## src/rtl/cla_addsub_pipe.sv

```systemverilog
// cla_addsub_pipe: pipelined carry-lookahead adder/subtractor.
// The operand is split into GROUP-bit lookahead groups, and one group is
// resolved per stage (NSTAGE = WIDTH/GROUP stages). The carry out of each
// group is registered between stages. Operands that are not consumed yet
// travel forward with the beat, and finished low sum groups ride along to
// the output.
// Optional build macro CLA_SATURATE_EN: on signed overflow, sum is clamped
// to the signed limit. ovf and cout still report the raw adder values.
module cla_addsub_pipe #(
  parameter int WIDTH = 16,
  parameter int GROUP = 4
) (
  input  logic             clk,
  input  logic             rst,
  input  logic             in_valid,
  output logic             in_ready,
  input  logic [WIDTH-1:0] a,
  input  logic [WIDTH-1:0] b,
  input  logic             cin,
  input  logic             sub,
  output logic             out_valid,
  input  logic             out_ready,
  output logic [WIDTH-1:0] sum,
  output logic             cout,
  output logic             ovf,
  output logic             zero
);

  localparam int NSTAGE = WIDTH / GROUP;

  // Per-stage state. Index NSTAGE-1 is the output register.
  logic [NSTAGE-1:0] vld_q, vld_d;
  logic [WIDTH-1:0]  a_q [NSTAGE];
  logic [WIDTH-1:0]  b_q [NSTAGE];
  logic [WIDTH-1:0]  s_q [NSTAGE];
  logic              c_q [NSTAGE];
  logic [WIDTH-1:0]  a_d [NSTAGE];
  logic [WIDTH-1:0]  b_d [NSTAGE];
  logic [WIDTH-1:0]  s_d [NSTAGE];
  logic              c_d [NSTAGE];
  logic              ovf_q, ovf_d;
  logic              zero_q, zero_d;
  logic              adv;

  // One global enable: the whole pipe moves together or holds together.
  // It depends only on the output handshake and never on in_valid.
  assign adv      = !vld_q[NSTAGE-1] | out_ready;
  assign in_ready = adv;

  for (genvar k = 0; k < NSTAGE; k++) begin : g_stg
    logic [WIDTH-1:0] ain, bin, sin, snew;
    logic             vin, c0;
    logic [GROUP-1:0] g, p;
    logic [GROUP:0]   c;
    logic             t, pp;

    if (k == 0) begin : g_in
      // Subtraction is done as A + ~B + ~borrow.
      assign ain = a;
      assign bin = sub ? ~b : b;
      assign c0  = sub ^ cin;
      assign sin = '0;
      assign vin = in_valid;
    end else begin : g_in
      assign ain = a_q[k-1];
      assign bin = b_q[k-1];
      assign c0  = c_q[k-1];
      assign sin = s_q[k-1];
      assign vin = vld_q[k-1];
    end

    // Group k: the carries are written out as flat sum-of-products
    // lookahead terms, so there is no ripple chain inside the group.
    always_comb begin
      g    = ain[k*GROUP +: GROUP] & bin[k*GROUP +: GROUP];
      p    = ain[k*GROUP +: GROUP] ^ bin[k*GROUP +: GROUP];
      c    = '0;
      t    = 1'b0;
      pp   = 1'b0;
      c[0] = c0;
      for (int i = 0; i < GROUP; i++) begin
        t  = g[i];
        pp = p[i];
        for (int j = i - 1; j >= 0; j--) begin
          t  = t | (pp & g[j]);
          pp = pp & p[j];
        end
        c[i+1] = t | (pp & c0);
      end
      snew = sin;
      snew[k*GROUP +: GROUP] = p ^ c[GROUP-1:0];
    end

    if (k == NSTAGE - 1) begin : g_fin
      logic [WIDTH-1:0] sfin;
      logic             ov;
      assign ov = c[GROUP] ^ c[GROUP-1];
`ifdef CLA_SATURATE_EN
      // The sign of A gives the overflow direction. A is still at hand
      // here, so the clamp costs no extra stage.
      assign sfin = !ov          ? snew :
                    ain[WIDTH-1] ? {1'b1, {(WIDTH-1){1'b0}}} :
                                   {1'b0, {(WIDTH-1){1'b1}}};
`else
      assign sfin = snew;
`endif
      assign s_d[k] = sfin;
      assign ovf_d  = ov;
      assign zero_d = (sfin == '0);
    end else begin : g_mid
      assign s_d[k] = snew;
    end

    assign a_d[k]   = ain;
    assign b_d[k]   = bin;
    assign c_d[k]   = c[GROUP];
    assign vld_d[k] = vin;
  end

  // All stages advance on adv. Reset clears every stage and the flags,
  // and it wins over any stall.
  always_ff @(posedge clk) begin
    if (rst) begin
      vld_q  <= '0;
      ovf_q  <= 1'b0;
      zero_q <= 1'b0;
      for (int k = 0; k < NSTAGE; k++) begin
        a_q[k] <= '0;
        b_q[k] <= '0;
        s_q[k] <= '0;
        c_q[k] <= 1'b0;
      end
    end else if (adv) begin
      vld_q  <= vld_d;
      ovf_q  <= ovf_d;
      zero_q <= zero_d;
      for (int k = 0; k < NSTAGE; k++) begin
        a_q[k] <= a_d[k];
        b_q[k] <= b_d[k];
        s_q[k] <= s_d[k];
        c_q[k] <= c_d[k];
      end
    end
  end

  assign out_valid = vld_q[NSTAGE-1];
  assign sum       = s_q[NSTAGE-1];
  assign cout      = c_q[NSTAGE-1];
  assign ovf       = ovf_q;
  assign zero      = zero_q;

endmodule

```

## config.mk

```make
export PLATFORM = sky130hd
export DESIGN_NAME = cla_addsub_pipe
export DESIGN_NICKNAME = d
export VERILOG_FILES = /design/src/rtl/cla_addsub_pipe.sv
export SDC_FILE = /design/constraint.sdc
export NUM_CORES = 1
export LEC_CHECK = 0
export ABC_CLOCK_PERIOD_IN_PS = 3200
export BUFFER_PORTS_ARGS = -buffer_cell sky130_fd_sc_hd__buf_2
export CORE_MARGIN = 1
export CORE_UTILIZATION = 57
export DETAILED_ROUTE_END_ITERATION = 8
export PLACE_DENSITY_LB_ADDON = 0.05
export REMOVE_ABC_BUFFERS = 1
export SLEW_MARGIN = 20
export SYNTH_ARGS = -nofsm -noshare
export SYNTH_HDL_FRONTEND = slang
export SYNTH_SLANG_ARGS = --single-unit
```

## constraint.sdc

```tcl
create_clock -name clk -period 3.2 [get_ports clk]
set_input_delay 0 -clock clk [delete_from_list [all_inputs] [get_ports clk]]
set_output_delay 0 -clock clk [all_outputs]
set_load 0.01 [all_outputs]
```

=== After elaboration in Yosys (flattened, before gate mapping) ===
Memory sizes are Yosys's and may differ from the RTL's.
Index checks and enable logic that the tools add are counted.

* Flip-flop bits (word level): 6
* Bits in latches: 0
* Bits in writable memories: 196
* Bits in read-only memories: 0
* Input port bits: 38
* Output and inout bits: 21
* Word-level logic and storage cells: 167
* Memories: 4

* Add/subtract/negate cells: 0
* Multiply operators: 0
* Div/mod/pow operators: 0
* Magnitude comparators: 0
* Equal/unequal tests: 0
* Shift-type cells: 0
* Multiplexer cells: 22
* Bitwise logic cells: 136
* Reductions and logical operators: 2

{| class="wikitable"
|+ Memory list
! name !! depth !! width !! rd ports !! clocked after memory_dff !! write ports !! line !! text
|-
| a_q || 4 || 16 || 3 || 0 || 4 || 33 || <nowiki>logic [WIDTH-1:0] a_q [NSTAGE];</nowiki>
|-
| b_q || 4 || 16 || 3 || 0 || 4 || 34 || <nowiki>logic [WIDTH-1:0] b_q [NSTAGE];</nowiki>
|-
| s_q || 4 || 16 || 4 || 0 || 4 || 35 || <nowiki>logic [WIDTH-1:0] s_q [NSTAGE];</nowiki>
|-
| c_q || 4 || 1 || 4 || 0 || 4 || 36 || <nowiki>logic c_q [NSTAGE];</nowiki>
|}

{| class="wikitable"
|+ Operator list
! operator !! number
|-
| 2-to-1 mux 16 bit || 13
|-
| AND 1 bit || 64
|-
| OR 1 bit || 57
|-
| bitwise XOR 4 bit || 8
|-
| AND 4 bit || 4
|-
| zero test 16 bit || 1
|-
| inverter 16 bit || 1
|-
| 2-to-1 mux 1 bit || 9
|-
| bitwise XOR 1 bit || 2
|-
| zero test 1 bit || 1
|}

=== Logic depth before layout (Yosys ltp) ===
* Word-level depth: 9
* Mapped depth: 8
* Depth with buffers taken out: 6

=== Worst setup path after synthesis ===
No wires, ideal clock.

* Path kind: register -> register
* Start: reg vld_q[3]
* End: mem a_q[0][10], enable pin
* Library setup time: 446 ps
* Arrival time: 2604 ps
* Required time: 2754 ps
* Setup slack: 150 ps
* Cell stages (with the launch flop): 6
* Buffers on the path: 1
* Period minus slack after synthesis: 3050 ps
* Path through: dfxtp_1 > nor2b_1 > buf_2 > clkinv_1 > nor2_1 > inv_1

{| class="wikitable"
|+ RTL lines
! item !! line !! text
|-
| from (decl) || 32 || <nowiki>logic [NSTAGE-1:0] vld_q, vld_d;</nowiki>
|-
| from (signal assigned) || 134 || <nowiki>vld_q <= vld_d;</nowiki>
|-
| to (decl) || 33 ||
|}

==> impl_metrics.ini <==
[status]
outcome = complete, no violations

[cts]
cts_setup_buffers = 0
cts_buffers = 9
clock_latency_ps = 360
clock_sinks = 98
clk_pin_slew_ps = 90
root_buffer = clkbuf_8
cts_resized = 0
htree_num_levels = 3
tritoncts = yes
max-clock-path-buffers = 2

[routing]
final_antenna_net_count = 0
num_vias = 2416
detail_route.vias_per_cell = 4.822
drt_wl_total_mm = 6.258
routedWlPerCell_um = 12.49
drtIter0Drc = 67
drcViolationCount = 0
dr.pass1.iters = 4

[timing]
finalSetupTns_ps = 0
final-setup-viol-count = 0
worst_pin_slew_ps = 830.4
max_slew_margin_pct = 44.51
min_period_over_period_pct = 71.07
min_period_ps = 2274
hold_violations = 0
report.final.slew_viol_count = 0
worst_slack_ps = 925.8
rsz0062_at_grt = no
max_freq_mhz = 439.7
clock_skew_ps = 9.742

[floorplanning]
start_util_pct = 59.56
die_w_um = 89.29
die_y_um = 89.29
core_um2 = 7292
rows = 31
die-area_um2 = 7972
ioPinCount = 59

[critical_path]
rr_endpoint = b_q[0][12]
timing.rr.start = vld_q[3]
path_cells = nor2b_1 > clkinv_1 > nor2_1 > clkinv_2 > buf_6
required_ps = 3210
cp-start-kind = flip-flop
reg2regPathDepth = 5
critPathArrivalTime_ps = 2280
rrSetupSlack_ps = 930
slowest_delay_ps = 520
setup.worst_path.end_class = flip-flop
cp_max_fo = 92
crit_type = reg -> reg
crit_path_top_delay_cell = nor2b_1

[global_routing]
grt_max_degree = 93
gr-total-overflow = 0
antenna_found_initial = 0
grt_pass1_vias = 2337
grt_usage_pct = 17.59
grt_pass1_wl_mm = 10.15

[placement]
place.gp.congestion = 0.6941
dpl.hpwl_mm = 3.706
place_ws_ps = 809.9
portBuffers = 58

[layout]
most-common-layout-cells = edfxtp_1, and2_1, buf_2
drive_above_1_share_pct = 21.64
final_common_cell = edfxtp_1
fin_nets = 455
antenna_cells = 0
nFillCells = 542
area_growth_pct = 19.33

[worst_hold_path]
min_path_type = in -> reg
hold_path_end = vld_q[2]
hold_depth = 4
hp-start = out_ready

[power]
total_leakage_power_nw = 2.287
p_sw_share_pct = 23.57
ir_drop_uv = 332.9
p_seq_share_pct = 60.1
comb_power_share_pct = 10.6
clkPwrFrac_pct = 29.3
intPower_mw = 1.933
p_switching_uw = 596.0
p_per_area_nw_per_um2 = 488.0

[synthesis]
ys_ff_latch = 98
ys.flop_type = edfxtp_1
syn-cell-area_um2 = 4343
yosys_warnings = 0
synth-edff-count = 92
synth.distinct_cells = 41
async_flop_share_pct = 0
postSynthCellCount = 310
yosysSeqAreaShare_pct = 66.38
synth_area_per_cell_um2 = 14.01

[flow_run]
drv_cap = 0
critical path, delay by kind of cell (launching register included):
kind	cells	cell delay, ps
flops	1	330
buf+inv	3	760
simple gates	2	770
Yosys cell counts (all sizes together), types with 2 or more instances:
library cell	count	area share, %
nor3	2	0.35
nand3	2	0.23
nor2	27	2.4
and2	64	9.2
edfxtp	92	64
buf	6	0.95
ha	16	4.6
xnor2	18	4.1
nor2b	3	0.43
xor2	6	1.2
a21o	4	0.69
mux2i	2	0.46
or3	3	0.43
nand2	13	1.1
o21a	2	0.35
dfxtp	6	2.8
fa	4	1.8
o21ai	4	0.46
a21oi	9	1.3
inv	7	0.61
clkbuf	7	0.61
what timing repair did:
item	in CTS	in global routing
setup endpoints to repair	0	0
hold endpoints to repair	29	0
hold buffers	27	0
layer usage:
layer  global-route usage (%)  wire length [um]  up-vias
li1                         -                 -     1250
met1                    21.28              2813     1101
met2                    30.60              3099       56
met3                    3.232               245        9
met4                    8.369                99        0
met5                        0                 0        -
power groups by stage:
stage	Clock, mW	Sequential [mW]	Combinational (mW)
4_1_cts	0.755	1.52	0.270
6_report	0.740	1.52	0.268
5_1_grt	0.801	1.53	0.307
3_5_place_dp	0	1.55	0.244
2_1_floorplan	0	1.55	0.155
3_3_place_gp	0	1.55	0.239
worst max path at each step:
stage / startpoint / end / slack, ps / cells past startpoint
after floorplan: vld_q[3] / a_q[0][10] / 220 / 4
after global placement: vld_q[3] / a_q[0][8] / 970 / 5
after detailed placement: vld_q[3] / s_q[0][0] / 810 / 5
after CTS: vld_q[3] / b_q[0][26] / 760 / 5
after global routing: vld_q[3] / b_q[0][5] / 700 / 5
final: vld_q[3] / b_q[0][12] / 930 / 5
metrics by stage:
step                hold WS [ps]  util (%)  instance area [um^2]  power (mW)  std cells
floorplan                  69.07         -                  4275       1.707        297
global placement           249.3     64.81                  4726       1.787        458
detailed placement         255.9     64.81                  4726       1.796        458
CTS                        34.53     71.02                  5179       2.548        501
global route               70.93     71.07                  5182       2.640        501
finish                     46.95     71.07                  5182       2.529        501
flip-flops by register name, indices dropped and copies added (netlist names):
register and count:
s_q 40, vld_q 4, zero 1, a_q 24
b_q 24, ovf 1, c_q 4
cell families after synthesis:
group	count (synthesis)	synth area share (%)
and+or+nand+nor	121	15.36
DFF	98	66.38
xor gates and xnor gates	24	5.272
buffers and inverters	21	2.247
muxes	2	0.4610
AOI/OAI and AO/OA	24	3.832
adders and majority gates	20	6.453
layout make-up:
type                       instances  area, um^2  area share (%)
multi-input combinational        191        1368           26.39
clock inverter                     7       58.81           1.135
clock buffer                       9       123.9           2.390
tap                               99       123.9           2.390
sequential                        98        2883           55.63
inverter                           8       31.28          0.6036
timing repair buffer              89       594.3           11.47
Power figures use the tool's default switching activity.
